$ cat src/rtl/ppe_sync_param.sv
// rtl/ppe_sync_param.sv - clocked parametrised partial-sum processing element
module ppe_sync_param #(
    parameter int ADDR_W    = 4,
    parameter int OP_W      = 4,
    parameter int DATA_W    = 25,
    parameter int WEIGHT_W  = 8,
    parameter int FILTER_W  = 5,
    parameter int ROW_W     = 25,
    parameter int MY_ADDR   = 5,
    parameter int DEST_ADDR = 10,
    parameter int SKIP_ZERO = 0
) (
    input  logic                            clk,
    input  logic                            rst_n,
    input  logic                            in_valid,
    output logic                            in_ready,
    input  logic [ADDR_W+OP_W+DATA_W-1:0]   in_data,
    output logic                            out_valid,
    input  logic                            out_ready,
    output logic [ADDR_W+OP_W+DATA_W-1:0]   out_data,
    output logic                            weights_loaded,
    output logic                            busy,
    output logic                            err
);
    localparam int PKT_W  = ADDR_W + OP_W + DATA_W;
    localparam int WPP    = DATA_W / WEIGHT_W;
    localparam int OUT_W  = ROW_W - FILTER_W + 1;
    localparam int IDX_W  = (OUT_W > 1) ? $clog2(OUT_W) : 1;
    localparam int PSUM_W = WEIGHT_W + $clog2(FILTER_W + 1);
    localparam int WPTR_W = $clog2(FILTER_W + WPP + 1);
    localparam logic [IDX_W-1:0] LAST    = IDX_W'(OUT_W - 1);
    localparam logic [OP_W-1:0]  OP_WGT  = OP_W'(0);
    localparam logic [OP_W-1:0]  OP_SPK  = OP_W'(1);
    localparam logic [OP_W-1:0]  OP_PSUM = OP_W'(2);
    localparam logic [OP_W-1:0]  OP_TS   = OP_W'(15);

    generate
        if (IDX_W + PSUM_W > DATA_W) begin : g_bad_fields
            $error("ppe_sync_param: window index and psum do not fit in the payload");
        end
    endgenerate

    typedef enum logic [1:0] {S_IDLE, S_COMPUTE, S_TS} state_t;
    state_t state, state_nxt;

    logic [WEIGHT_W-1:0] w [FILTER_W];
    logic [ROW_W-1:0]    spike, cand_row;
    logic [FILTER_W-1:0] cand_win;
    logic [WPTR_W-1:0]   wptr, wbase, wnext;
    logic [IDX_W-1:0]    j, cand_idx;
    logic [PSUM_W-1:0]   cand_psum;
    logic [DATA_W-1:0]   win_payload;
    logic [PKT_W-1:0]    win_pkt;
    logic [ADDR_W-1:0]   addr;
    logic [OP_W-1:0]     op;
    logic accept, addr_ok, is_wgt, is_spk, is_ts;
    logic take, cand_skip, cand_last, done;

    // take: a candidate window is evaluated this cycle (emitted or skipped)
    always_comb begin
        addr      = in_data[PKT_W-1 -: ADDR_W];
        op        = in_data[DATA_W +: OP_W];
        accept    = in_valid && in_ready;
        addr_ok   = (addr == ADDR_W'(MY_ADDR));
        is_wgt    = accept && addr_ok && (op == OP_WGT);
        is_spk    = accept && addr_ok && (op == OP_SPK);
        is_ts     = accept && addr_ok && (op == OP_TS);
        take      = 1'b0;
        cand_idx  = j;
        case (state)
            S_IDLE: begin
                take     = is_spk && weights_loaded;
                cand_idx = '0;
            end
            S_COMPUTE: begin
                take     = !out_valid || (out_ready && (j != LAST));
                cand_idx = (out_valid && (j != LAST)) ? j + IDX_W'(1) : j;
            end
            default: ;
        endcase
        cand_row  = (state == S_IDLE) ? in_data[ROW_W-1:0] : spike;
        cand_win  = FILTER_W'(cand_row >> cand_idx);
        cand_last = (cand_idx == LAST);
        done      = (state == S_COMPUTE) && out_valid && out_ready && (j == LAST);
        wbase     = weights_loaded ? '0 : wptr;
        wnext     = wbase + WPTR_W'(WPP);
    end

    always_comb begin
        cand_psum = '0;
        for (int k = 0; k < FILTER_W; k++) begin
            if (cand_win[k]) cand_psum = cand_psum + PSUM_W'(w[k]);
        end
        cand_skip = (SKIP_ZERO != 0) && (cand_psum == '0);
        win_payload = '0;
        win_payload[DATA_W-1 -: IDX_W] = cand_idx;
        win_payload[PSUM_W-1:0]        = cand_psum;
        win_pkt = {ADDR_W'(DEST_ADDR), OP_PSUM, win_payload};
    end

    always_ff @(posedge clk or negedge rst_n) begin
        if (!rst_n) state <= S_IDLE;
        else        state <= state_nxt;
    end

    always_comb begin
        state_nxt = state;
        case (state)
            S_IDLE: begin
                if (take)       state_nxt = (cand_skip && cand_last) ? S_IDLE : S_COMPUTE;
                else if (is_ts) state_nxt = S_TS;
            end
            S_COMPUTE: if (done || (take && cand_skip && cand_last)) state_nxt = S_IDLE;
            S_TS:      if (out_valid && out_ready) state_nxt = S_IDLE;
            default:   state_nxt = S_IDLE;
        endcase
    end

    always_comb begin
        in_ready = (state == S_IDLE);
        busy     = (state != S_IDLE);
    end

    always_ff @(posedge clk or negedge rst_n) begin
        if (!rst_n) begin
            spike          <= '0;
            wptr           <= '0;
            weights_loaded <= 1'b0;
            j              <= '0;
            out_valid      <= 1'b0;
            out_data       <= '0;
            err            <= 1'b0;
            for (int k = 0; k < FILTER_W; k++) w[k] <= '0;
        end else begin
            err <= accept && !(is_wgt || is_ts || take);
            if (is_wgt) begin
                for (int k = 0; k < FILTER_W; k++)
                    for (int s = 0; s < WPP; s++)
                        if (int'(wbase) + s == k) w[k] <= in_data[WEIGHT_W*s +: WEIGHT_W];
                if (wnext >= WPTR_W'(FILTER_W)) begin
                    wptr           <= '0;
                    weights_loaded <= 1'b1;
                end else begin
                    wptr           <= wnext;
                    weights_loaded <= 1'b0;
                end
            end
            if (take && (state == S_IDLE)) spike <= in_data[ROW_W-1:0];
            if (is_ts) begin
                out_valid <= 1'b1;
                out_data  <= {ADDR_W'(DEST_ADDR), OP_TS, DATA_W'(0)};
            end
            if (take) begin
                if (cand_skip) begin
                    out_valid <= 1'b0;
                    j         <= cand_idx + IDX_W'(1);
                end else begin
                    out_valid <= 1'b1;
                    out_data  <= win_pkt;
                    j         <= cand_idx;
                end
            end else if (done || ((state == S_TS) && out_valid && out_ready)) begin
                out_valid <= 1'b0;
            end
        end
    end
endmodule

$ cat config.mk
export PLATFORM = sky130hd
export DESIGN_NAME = ppe_sync_param
export DESIGN_NICKNAME = d
export VERILOG_FILES = /design/src/rtl/ppe_sync_param.sv
export SDC_FILE = /design/constraint.sdc
export NUM_CORES = 1
export LEC_CHECK = 0
export CAP_MARGIN = 15
export CORE_MARGIN = 4
export CORE_UTILIZATION = 50
export DETAILED_ROUTE_END_ITERATION = 7
export HOLD_SLACK_MARGIN = 0.05
export PLACE_DENSITY = 0.7
export SLEW_MARGIN = 30
export SYNTH_ARGS = -nofsm -noshare
export SYNTH_HDL_FRONTEND = slang
export SYNTH_SLANG_ARGS = --single-unit
$ cat constraint.sdc
create_clock -name clk -period 11.5 [get_ports clk]
set_input_delay 1.15 -clock clk [delete_from_list [all_inputs] [get_ports clk]]
set_output_delay 1.15 -clock clk [all_outputs]
set_load 0.01 [all_outputs]
; ---- After elaboration in Yosys (flattened, before gate mapping)
; Index checks and enable logic that the tools add are counted.
[classes]
n_addsub = 8
magnitude_cmp = 1
eq_ne = 22
n_shift = 1
muxes = 37
n_reduce_logical = 41
[ops]
columns = cell, n
row1 = "32-bit by 3-bit == test with 1-bit output, second input constant", 4
row2 = 8-bit 2-to-1 mux, 16
row3 = 32-bit zero test, 3
row4 = 33-bit 2-to-1 mux, 2
row5 = "32-bit by 2-bit == test with 1-bit output, second input constant", 2
row6 = 11-bit by 8-bit adder with 11-bit output, 4
row7 = 11-bit 2-to-1 mux, 4
row8 = 25-bit 2-to-1 mux, 1
row9 = 25-bit by 5-bit >> shifter with 5-bit output, 1
row10 = 3-bit nonzero test, 6
row11 = 1-bit logical AND, 16
row12 = "4-bit by 3-bit == test with 1-bit output, second input constant", 3
row13 = "5-bit by 3-bit == test with 1-bit output, second input constant", 2
row14 = 5-bit case mux with 2 select lines, 1
row15 = 2-bit AND reduction, 5
row16 = "4-bit == test, second input constant", 2
row17 = 2-bit 2-to-1 mux, 4
row18 = 4-bit 2-to-1 mux, 2
row19 = 2-bit case mux with 3 select lines, 1
row20 = "4-bit by 1-bit adder with 5-bit output, second input constant", 1
row21 = "4-bit by 2-bit adder with 5-bit output, second input constant", 1
row22 = "5-bit by 1-bit adder with 5-bit output, second input constant", 1
row23 = "5-bit == test, second input constant", 1
row24 = 5-bit 2-to-1 mux, 1
row25 = 17 further kinds, 26
[word_totals]
regBits = 112
in_bits = 37
out_inout_bits = 38
word_cells = 123

; ---- Logic depth before layout (Yosys ltp)
[logic_depth]
ltp_word = 15
ltp_mapped = 50
depth_no_buf = 44

; ---- Least setup slack after synthesis
; No wires, ideal clock.
[synth_path]
path_type = register to register
start = register j[0]
end = register out_data[9]
setup_ps = 133
arrival_time_ps = 8046
required_ps = 11367
path_slack_ps = 3321
path_stages_with_launch = 47
path_buffers = 4
period_less_slack_ps = 8179
cell_sequence = dfrtp_1 -> buf_2 -> buf_2 -> inv_1 -> ha_1 -> and4b_1 -> buf_6 -> nor3_4 -> mux2i_1 -> o211ai_1 -> o32ai_1 -> or3_1 -> nand2_1 -> clkbuf_1 -> and2_1 -> ha_1 -> fa_1 -> maj3_1 -> [... 11 more ...] -> o21ai_1 -> inv_1 -> ha_1 -> nand2_1 -> o21ai_0 -> xnor2_1 -> nor2_1 -> a21oi_1 -> nor2_1 -> ha_1 -> nor2_1 -> nor2_1 -> o41a_1 -> nand2_1 -> nor3b_1 -> a41o_1 -> o41ai_1 -> a21oi_1
[synth_via]
elab_chain_len = 15
elab_cells_between_ends = 20
classes_between = 5 x add/sub / 1 x eq/ne / 1 x shift / 9 x mux / 4 x reduce/logical
[synth_rtl]
columns = element, line
row1 = start: declaration, 50  ; logic [IDX_W-1:0] j, cand_idx;
row2 = start signal: assignment, 156  ; j <= cand_idx + IDX_W'(1);
row3 = start signal: assignment, 160  ; j <= cand_idx;
row4 = branches (longest 15 deep; another with 11-bit by 8-bit adder with 11-bit output), n/a
row5 = end signal: assignment, 151  ; out_data <= {ADDR_W'(DEST_ADDR), OP_TS, DATA_W'(0)};
row6 = end signal: assignment, 159  ; out_data <= win_pkt;
row7 = end: declaration, 20  ; output logic [ADDR_W+OP_W+DATA_W-1:0] out_data,
; Several ways; the timed one is not identified.
; A chain may end at the register's enable or synchronous reset.

; ---- Final worst setup path
; Ends and elaborated chain as after synthesis.

==> run_results.csv <==
group,metric,value,unit
run_status,outcome,"finished clean",
global_routing,grt_use_total,27.0,%
setup_path,startpoint_type,"flop",
global_routing,grt_pass1_wl,42100,um
synthesis,synth_top_area_share,27.6,%
synthesis,synthTopCellsByArea,"dfrtp_1, mux2_2, ha_1",
floorplan,fp.dieArea,0.0198,mm2
synthesis,yosys_warnings,0,
timing,finalCritPeriodShare,86.1,%
hold_path,hold_start,"out_data[22]$_DFFE_PN0P_",
setup_path,worstSetupPathType,"flop to flop",
timing,fmax,101,MHz
cells_and_area,drive_gt1_share,10.7,%
timing,setup_ws,1.59,ns
floorplan,fp.dieH,141,um
clock_network,cts_hold_buffers,0,
placed_design,place.gp.congestion,0.958,
cells_and_area,stdcell_count,1296,
setup_path,critical_path_peak_fanout,56,
setup_path,reg2reg_from,"j[0]$_DFFE_PN0P_",
timing,worstMarginPinSlew,1.00,ns
synthesis,synth_top_family_by_area,"compound AO/OA/AOI/OAI gates",
setup_path,critPathSlowestCell,"and2_1",
timing,setup_viol,0,
power_and_ir_drop,p_leak,4.57,nW
timing,relSlewSlack,33.3,%
setup_path,worstPathRequired,11.74,ns
hold_path,hold_path_class,"flop to flop",
timing,min_period,9.91,ns
global_routing,overflow,0,
floorplan,row_count,48,
clock_network,ctsResizeCount,0,
cells_and_area,area_growth,10.8,%
synthesis,synth_adder_area_share,7.37,%
synthesis,synth_compound_area_share,22.6,%
detailed_routing,drtIter0Drc,897,
timing,rsz0062_at_grt,"false",
timing,timing.final.hold_violations,0,
detailed_routing,dr.pass1.iters,5,
floorplan,die_w,141,um
power_and_ir_drop,totalPowerFinal,0.00137,W
timing,tns,0,ns
placed_design,port_buffers,63,
detailed_routing,vias,8195,
floorplan,core,0.0172,mm2
placed_design,pre_cts_slack,1.82,ns
synthesis,async_reset_ff_share,100,%
placed_design,hpwl,19500,um
setup_path,crit_arrival,10.14,ns
cells_and_area,fin_nets,1149,
setup_path,critPathCaptureType,"flop",
clock_network,postCtsSetupBuffers,0,
clock_network,htree_levels,3,
global_routing,antenna_found_initial,1,
synthesis,synth_seq_cells,97,
timing,finalClockSkew,0.00921,ns
synthesis,yosys.area_share.simple,19.4,%
placed_design,dpl.cell_count,1279,
floorplan,io_pins,75,
job,drv_cap,0,
synthesis,synth_mux_area_share,14.1,%
clock_network,cts_root_buf,"clkbuf_16",
detailed_routing,ant_nets,0,
setup_path,slowest_delay,0.72,ns
synthesis,ys.flop_type,"dfrtp_1",
clock_network,clock-sinks,97,
cells_and_area,nFillCells,1511,
setup_path,cp-startpoint,"j[0]$_DFFE_PN0P_",
detailed_routing,post_drt_via_cell_ratio,6.32,
detailed_routing,drc,0,
setup_path,cp.buffers_inverters,4,
floorplan,start_util,51.0,%
clock_network,clock_latency,0.36,ns
synthesis,synth_top_cell_by_area,"dfrtp_1",
synthesis,syn-instance-count,1047,
timing,drv_slew,0,
power_and_ir_drop,ir_drop,133,uV
synthesis,yosysSeqAreaShare,27.6,%
synthesis,synth_xor_area_share,2.79,%
timing,holdWs,0.481,ns
clock_network,cts.reportedPaths.clkPinSlew,0.08,ns
detailed_routing,postRouteWirelength,26900,um
clock_network,cts_max_path_buffers,2,
synthesis,yosys.cell_types.count,87,
clock_network,cts_buffers,9,
detailed_routing,wire_per_inst,20.7,um
clock_network,cts_tree,"done",
global_routing,first_global_vias,7603,
synthesis,synth_edf_count,0,
synthesis,syn_avg_cell_area,8.40,um2
setup_path,path_delay_family,"compound AO/OA/AOI/OAI gates",
synthesis,syn_area,0.00879,mm2
global_routing,grt_max_degree,73,
power_and_ir_drop,p_per_area,140,mW/mm2
[synth_stat cells (7+ instances only)]
master     instances
o21bai_1           7
o22ai_1            9
xnor2_1           19
inv_1             32
a211oi_1          10
a31oi_1           14
nand4_1           22
nand2_1          108
clkbuf_1          28
mux2i_1           50
and2_1            10
nor3_1            13
o2111ai_1          7
nand3_1           32
buf_4             18
and3_1             9
nor2_1            77
buf_2             25
ha_1              43
o21ai_0           63
a21oi_1           58
nor2b_1           31
nand2b_1          14
xor2_1             9
mux2_2            65
o221ai_1          21
dfrtp_1           97
o21ai_1           12
a22oi_1            8
o211ai_1          16
a21o_1            18
o21a_1             7
[state kept, by name, summed over array words and instances, names as in the netlist]
name / flops
out_valid: 1
err: 1
out_data: 18
j: 5
wptr: 4
w: 40
weights_loaded: 1
state: 2
spike: 25
[per-stage QoR]
step	util, %	cell area (um2)
after global routing	56.5	9740
after detailed placement	54.7	9430
after floorplan	-	8830
after global placement	54.7	9430
final	56.5	9740
after CTS	56.5	9730
[report_power, final]
group          switching, W  internal [W]  leakage (nW)
Sequential        0.0000325      0.000379          1.29
Clock              0.000144      0.000170         0.139
Combinational      0.000379      0.000262          3.15
Total              0.000555      0.000810          4.57
[cell usage in the layout, fill, tap and decap left out, types with 11 or more instances in the layout]
| cell type | count |
|---|---|
| clkdlybuf4s50_1 | 62 |
| nor3_1 | 12 |
| nor2b_1 | 31 |
| inv_1 | 32 |
| o211ai_1 | 16 |
| nand2b_1 | 14 |
| o221ai_1 | 21 |
| nor2_1 | 77 |
| mux2i_1 | 50 |
| a31oi_1 | 13 |
| xnor2_1 | 19 |
| a21oi_1 | 58 |
| o21ai_1 | 12 |
| nand4_1 | 22 |
| o21ai_0 | 63 |
| nand3_1 | 32 |
| nand2_1 | 108 |
| a21o_1 | 18 |
| ha_1 | 43 |
| dfrtp_1 | 97 |
| buf_4 | 12 |
| conb_1 | 11 |
| mux2_2 | 65 |
[kinds of logic (layout without fill, tap and decap cells)]
logic type	after synthesis	count (layout)
AOI/OAI and AO/OA	296	296
adders and majority gates	50	50
muxes	116	116
xor gates and xnor gates	28	28
DFF	97	97
other	1	12
and+or+nand+nor	348	348
buffers and inverters	111	124
[final timing paths]
kind                                       endpoint  slack (ns)  cells past startpoint
setup / recovery            out_data[9]$_DFFE_PN0P_        1.59                     43
hold / removal             out_data[22]$_DFFE_PN0P_        0.48                      2
setup reg to reg            out_data[9]$_DFFE_PN0P_        1.59                     43
hold reg to reg            out_data[22]$_DFFE_PN0P_        0.48                      2
max in group asynchronous         w[17]$_DFFE_PN0P_        9.82                      2
min in group asynchronous      spike[9]$_DFFE_PN0P_        0.70                      1
[layer usage]
layer / vias up / wire length (um) / global-route usage (%)
met4: 0 / 1260 / 13.9
met1: 3898 / 11600 / 36.9
li1: 3851 / - / -
met3: 79 / 1910 / 3.63
met2: 367 / 12100 / 41.7
met5: - / 0 / 0
[tightest hold or removal path, stage by stage, from the launching register on]
cell	delay (ns)
dfrtp_1	0.35
nand2_1	0.05
o21ai_0	0.06
[cell type report]
| class | count | area [um2] | share of cell area, % |
|---|---|---|---|
| multi-input cells | 849 | 5890 | 60.5 |
| flip-flops and latches | 97 | 2430 | 24.9 |
| repair buffers | 75 | 722 | 7.41 |
| well taps | 225 | 282 | 2.89 |
| clock buffers | 10 | 229 | 2.35 |
| inverters | 33 | 124 | 1.27 |
| clock inverters | 6 | 67.6 | 0.693 |
| diodes | 1 | 2.50 | 0.0257 |
Power figures use the tool's default switching activity.
